## src/rtl/morse_encoder.sv

```systemverilog
// -----------------------------------------------------------------------------
// morse_encoder
// Serial International Morse keyer. Accepts one letter index per request and
// keys a single on/off line using dot = 1 unit, dash = 3 units, 1-unit gap
// between elements, 3-unit gap after the letter and 7 units for a word space.
// One unit lasts UNIT clock cycles.
//
// Parameters
//   UNIT    clock cycles per Morse time unit (>= 1)
// Ports
//   clk     in   system clock, rising edge
//   rst_n   in   asynchronous active-low reset; aborts any transmission
//   start   in   request, taken when ready=1 or on the edge that completes
//                the current request (back-to-back with no dead cycle)
//   letter  in   0..25 = A..Z, 26..31 = word space; sampled at acceptance
//   ready   out  idle and able to accept start
//   out     out  keying line, 1 = mark, registered
//   done    out  one-cycle pulse when a request completes
// -----------------------------------------------------------------------------
module morse_encoder #(
    parameter int unsigned UNIT = 4
) (
    input  logic       clk,
    input  logic       rst_n,
    input  logic       start,
    input  logic [4:0] letter,
    output logic       ready,
    output logic       out,
    output logic       done
);

    localparam int unsigned   CW       = (UNIT > 1) ? $clog2(UNIT) : 1;
    localparam logic [CW-1:0] CYC_LAST = CW'(UNIT - 1);

    typedef enum logic [2:0] {
        IDLE,
        MARK,
        GAP,
        LGAP,
        WGAP
    } state_t;

    state_t        state_q, state_d;
    logic [CW-1:0] cyc_q, cyc_d;
    logic [2:0]    unit_q, unit_d;
    logic [1:0]    elem_q, elem_d;
    logic [2:0]    len_q, len_d;
    logic [3:0]    pat_q, pat_d;     // pat_q[3] is the first element, 1 = dash
    logic          out_q, out_d;
    logic          done_q, done_d;

    logic          unit_tick;
    logic [2:0]    unit_last;
    logic          seg_end;
    logic          accept;
    logic          finish;
    logic          cur_dash;
    logic          last_elem;

    // Code table: {length, pattern}, pattern written first element leftmost.
    function automatic logic [6:0] lookup(input logic [4:0] code);
        logic [6:0] r;
        case (code)
            5'd0:    r = {3'd2, 4'b0100}; // A .-
            5'd1:    r = {3'd4, 4'b1000}; // B -...
            5'd2:    r = {3'd4, 4'b1010}; // C -.-.
            5'd3:    r = {3'd3, 4'b1000}; // D -..
            5'd4:    r = {3'd1, 4'b0000}; // E .
            5'd5:    r = {3'd4, 4'b0010}; // F ..-.
            5'd6:    r = {3'd3, 4'b1100}; // G --.
            5'd7:    r = {3'd4, 4'b0000}; // H ....
            5'd8:    r = {3'd2, 4'b0000}; // I ..
            5'd9:    r = {3'd4, 4'b0111}; // J .---
            5'd10:   r = {3'd3, 4'b1010}; // K -.-
            5'd11:   r = {3'd4, 4'b0100}; // L .-..
            5'd12:   r = {3'd2, 4'b1100}; // M --
            5'd13:   r = {3'd2, 4'b1000}; // N -.
            5'd14:   r = {3'd3, 4'b1110}; // O ---
            5'd15:   r = {3'd4, 4'b0110}; // P .--.
            5'd16:   r = {3'd4, 4'b1101}; // Q --.-
            5'd17:   r = {3'd3, 4'b0100}; // R .-.
            5'd18:   r = {3'd3, 4'b0000}; // S ...
            5'd19:   r = {3'd1, 4'b1000}; // T -
            5'd20:   r = {3'd3, 4'b0010}; // U ..-
            5'd21:   r = {3'd4, 4'b0001}; // V ...-
            5'd22:   r = {3'd3, 4'b0110}; // W .--
            5'd23:   r = {3'd4, 4'b1001}; // X -..-
            5'd24:   r = {3'd4, 4'b1011}; // Y -.--
            5'd25:   r = {3'd4, 4'b1100}; // Z --..
            default: r = '0;              // word space: no elements
        endcase
        return r;
    endfunction

    always_ff @(posedge clk or negedge rst_n) begin
        if (!rst_n) begin
            state_q <= IDLE;
            cyc_q   <= '0;
            unit_q  <= '0;
            elem_q  <= '0;
            len_q   <= '0;
            pat_q   <= '0;
            out_q   <= 1'b0;
            done_q  <= 1'b0;
        end else begin
            state_q <= state_d;
            cyc_q   <= cyc_d;
            unit_q  <= unit_d;
            elem_q  <= elem_d;
            len_q   <= len_d;
            pat_q   <= pat_d;
            out_q   <= out_d;
            done_q  <= done_d;
        end
    end

    always_comb begin
        state_d   = state_q;
        cyc_d     = cyc_q;
        unit_d    = unit_q;
        elem_d    = elem_q;
        len_d     = len_q;
        pat_d     = pat_q;
        accept    = 1'b0;
        finish    = 1'b0;

        cur_dash  = pat_q[2'd3 - elem_q];
        last_elem = ({1'b0, elem_q} == (len_q - 3'd1));
        unit_tick = (cyc_q == CYC_LAST);

        // Index of the final unit of the current segment.
        case (state_q)
            MARK:    unit_last = cur_dash ? 3'd2 : 3'd0;
            GAP:     unit_last = 3'd0;
            LGAP:    unit_last = 3'd2;
            WGAP:    unit_last = 3'd6;
            default: unit_last = 3'd0;
        endcase
        seg_end = unit_tick && (unit_q == unit_last);

        if (unit_tick) begin
            cyc_d  = '0;
            unit_d = unit_q + 3'd1;
        end else begin
            cyc_d  = cyc_q + 1'b1;
        end

        case (state_q)
            IDLE: begin
                accept = start;
            end
            MARK: begin
                if (seg_end) begin
                    state_d = last_elem ? LGAP : GAP;
                end
            end
            GAP: begin
                if (seg_end) begin
                    state_d = MARK;
                    elem_d  = elem_q + 2'd1;
                end
            end
            LGAP, WGAP: begin
                if (seg_end) begin
                    finish  = 1'b1;
                    state_d = IDLE;
                    // The completing edge also takes a new request, so a held
                    // start chains letters without an idle cycle.
                    accept  = start;
                end
            end
            default: begin
                state_d = IDLE;
            end
        endcase

        if (seg_end || (state_q == IDLE)) begin
            cyc_d  = '0;
            unit_d = '0;
        end

        if (accept) begin
            {len_d, pat_d} = lookup(letter);
            elem_d         = '0;
            cyc_d          = '0;
            unit_d         = '0;
            state_d        = (letter < 5'd26) ? MARK : WGAP;
        end

        done_d = finish;
        out_d  = (state_d == MARK);
    end

    assign ready = (state_q == IDLE);
    assign out   = out_q;
    assign done  = done_q;

endmodule

```

## config.mk

```make
export PLATFORM = sky130hd
export DESIGN_NAME = morse_encoder
export DESIGN_NICKNAME = d
export VERILOG_FILES = /design/src/rtl/morse_encoder.sv
export SDC_FILE = /design/constraint.sdc
export NUM_CORES = 1
export LEC_CHECK = 0
export CELL_PAD_IN_SITES_DETAIL_PLACEMENT = 1
export CELL_PAD_IN_SITES_GLOBAL_PLACEMENT = 2
export CORE_AREA = 3 3 68 70
export DETAILED_ROUTE_END_ITERATION = 16
export DIE_AREA = 0 0 71 73
export PLACE_DENSITY_LB_ADDON = 0.25
export SLEW_MARGIN = 20
export SYNTH_ARGS = -nofsm -noshare
export SYNTH_HDL_FRONTEND = slang
export SYNTH_SLANG_ARGS = --single-unit
```

## constraint.sdc

```tcl
create_clock -name clk -period 2.8 [get_ports clk]
set_clock_uncertainty 0.15 [all_clocks]
set_input_delay 0.42 -clock clk [delete_from_list [all_inputs] [get_ports clk]]
set_output_delay 0.42 -clock clk [all_outputs]
set_load 0.02 [all_outputs]
```

==> results of run 1 <==
==> synth_stat cells (2+ instances only) <==
master,number,area [um^2]
o21bai_1,2,15.01
o21ai_0,18,90.09
ha_1,9,112.6
inv_1,8,30.03
clkbuf_1,6,22.52
a21o_1,2,15.01
a311oi_1,2,17.52
a21oi_1,8,40.04
xor2_1,5,43.79
o211ai_1,3,22.52
nand2b_1,5,31.28
mux2i_1,4,40.04
buf_1,2,7.510
nand3b_1,2,15.01
nand2_1,14,52.55
a211oi_1,2,15.01
dfrtp_1,19,475.5
mux4_2,3,67.56
buf_2,2,10.01
mux2_2,2,22.52
and3b_1,2,17.52
nor3_1,5,25.02
nor2_1,18,67.56
xnor2_1,5,43.79
nand3_1,2,10.01
==> critical path: cells and delay by family (launching register included) <==
kind,cells,cell delay (ns)
simple gates,1,0.18
flops,1,0.41
buf+inv,3,0.96
==> worst paths after layout <==
kind	from	endpoint	cells past startpoint
setup / recovery	state_q[1]$_DFF_PN0_	ready	4
min in group asynchronous	rst_n	unit_q[0]$_DFFE_PN0P_	2
setup reg to reg	state_q[2]$_DFF_PN0_	pat_q[0]$_DFFE_PN0N_	5
hold reg to reg	cyc_q[0]$_DFF_PN0_	cyc_q[0]$_DFF_PN0_	1
hold / removal	cyc_q[0]$_DFF_PN0_	cyc_q[0]$_DFF_PN0_	1
max in group asynchronous	rst_n	pat_q[0]$_DFFE_PN0N_	2
==> layout make-up <==
cell class                 instances  area, um^2
fill                             479        2330
sequential                        19       475.5
multi-input combinational        128       913.4
tap                               50       62.56
clock buffer                       3       41.29
clock inverter                     1       5.005
inverter                           9       33.78
timing repair buffer              19       167.7
==> per-stage QoR <==
step	hold slack, ns	power, mW	area (um^2)
floorplan	-0.02559	0.9746	1470
global placement	0.2775	1.155	1653
finish	0.3042	1.374	1699
global route	0.3379	1.495	1699
detailed placement	0.3149	1.194	1653
CTS	0.3241	1.394	1699
==> cell families after synthesis <==
| group | after synthesis | share of synthesized area (%) |
|---|---|---|
| buffers and inverters | 20 | 5.532 |
| DFF | 19 | 32.34 |
| AOI/OAI and AO/OA | 45 | 19.49 |
| and+or+nand+nor | 54 | 19.49 |
| adders and majority gates | 10 | 8.341 |
| xor gates and xnor gates | 10 | 5.957 |
| muxes | 9 | 8.851 |
==> layer usage <==
layer	vias up	routed length, um	part of all wire [%]	global-route usage (%)
li1	610	-	-	-
met1	591	1681	47	19.64
met2	17	1769	50	24.51
met3	6	59	1.7	1.653
met4	0	59	1.7	5.637
met5	-	0	0	0
==> sequential cells by signal, indices dropped and copies added (netlist names) <==
register and count:
cyc_q 2, done 1, elem_q 2, len_q 3, out 1, pat_q 4
state_q 3, unit_q 3
==> power by group <==
part           switching [mW]  leakage (nW)  internal, mW
Combinational           0.379         0.491         0.339
Clock                  0.0949        0.0255        0.0990
Sequential             0.0840         0.242         0.378
==> out/results.tsv, run 1 <==
metric	value	unit
status	completed	
TritonCTS clock tree	built	
Final Hold Viols	0	
Worst VDD drop	0.2732	mV
H-tree depth	1	
post-placement cell count	225	
die area	5183	um^2
Via density	5.345	
Slowest Stage Delay on Critical Path	0.60	ns
post-route clock period utilization	85.16	%
Tmin final	2.384	ns
Synth Flop Type	dfrtp_1	
Port Buf Inserts	10	
Avg Cell Area, Syn	8.803	um^2
Die Ht	73	um
post-synthesis sequential area ratio	32.34	%
# IOs	11	
Core ar.	4029	um^2
total routed wirelength	3570	um
# Max-Cap Violations	0	
Worst Setup End Kind	output pin	
Arr. time, crit path	1.81	ns
largest net degree at the start of global routing	20	
Cell Chain, Critical Path	buf_4 > nor3_1 > buf_4 > clkdlybuf4s50_1	
gr ovfl total	0	
Post-CTS Hold Buffers	0	
first-pass GRT wire length	6092	um
Area growth syn-to-layout	15.57	%
Post-synth ARST share	100.0	%
Final Max Tran Viols	0	
total global-route track usage	14.72	%
RSZ-0062 raised after global routing	no	
initial antenna violation count	0	
commonest non-fill, non-tap cell in the layout	dfrtp_1	
Cell Count, Final, Fillers Out	229	
Die Wd	71	um
Hold Crit Class	reg2reg	
post-CTS setup buffer count	0	
final worst slack	0.4156	ns
Leakage	0.7584	nW
clk sinks	19	
Syn Inst Count	167	
crit start category	register	
#FFs+latches synth	19	
FF-to-FF setup slack	0.43	ns
fmax	419.4	MHz
yosys warns	0	
Core Rows	23	
Cell Pwr Density	808.9	nW/um^2
peak fanout along the critical path	13	
Critical Path RT	2.23	ns
fin util	42.17	%
Initial Utilization	36.49	%
dpl ws	0.2414	ns
PostCTS Resize Cnt	0	
share of layout cells above drive strength 1	13.41	%
clock buffer depth	2	
drt first pass iters	4	
hpwl dp	2758	um
most frequent cells in the layout	19 x dfrtp_1, 18 x nor2_1, 18 x o21ai_0	
First DRT Iteration DRCs	37	
total CTS buffers	3	
Post-DRT Antenna Nets	0	
endpoints failing setup	0	
Root Buffer	clkbuf_8	
library cells used by synthesis	42	
Crit Path Category	reg2out	
Slowest cell on crit path	clkdlybuf4s50_1	
Rel. slew slack	61.50	%
Most Frequent Cell on Critical Path	buf_4	
GPL Wtd Cong	0.8224	
Post-synth EDFFs	0	
clock slew at reported path FFs	0.08	ns
diodes inserted	0	
post-layout net count	197	
syn nets	184	
routed len/inst	15.59	um
Worst-Skew Late Latency	0.26	ns
setup TNS	0	ns
vias in the first global route	1263	
Worst Tran Pin Value	0.5756	ns
total number of vias	1224	
Netlist Area Pre-Place	1470	um^2
# DRC	0	
No activity file was read; power rests on OpenSTA's default activity.
==> run 2, diff against run 1 <==
==> constraint.sdc (replaced) <==
create_clock -name clk -period 2.8 [get_ports clk]
set_clock_uncertainty 0.15 [all_clocks]
set_input_delay 0.56 -clock clk [delete_from_list [all_inputs] [get_ports clk]]
set_output_delay 0.56 -clock clk [all_outputs]
set_load 0.01 [all_outputs]
==> results of run 2 <==
Same layout as run 1 (identical final DEF). Status: completed.
Main changes from that run: setup slack after placement 0.2414 ns -> 0.1014 ns; setup slack after layout 0.4156 ns -> 0.3435 ns; total power 1.374 mW -> 1.364 mW; worst IR drop on VDD 0.2732 mV -> 0.2489 mV
==> run 3, diff against run 2 <==
--- a/config.mk
+++ b/config.mk
@@ -5,6 +5,7 @@
 export SDC_FILE = /design/constraint.sdc
 export NUM_CORES = 1
 export LEC_CHECK = 0
+export ABC_CLOCK_PERIOD_IN_PS = 2800
 export CELL_PAD_IN_SITES_DETAIL_PLACEMENT = 1
 export CELL_PAD_IN_SITES_GLOBAL_PLACEMENT = 2
 export CORE_AREA = 3 3 68 70
==> results of run 3 <==
Same layout as run 1 (identical final DEF). Status: completed.
Main changes from that run: setup slack after placement 0.2414 ns -> 0.1014 ns; setup slack after layout 0.4156 ns -> 0.3435 ns; total power 1.374 mW -> 1.364 mW; worst IR drop on VDD 0.2732 mV -> 0.2489 mV
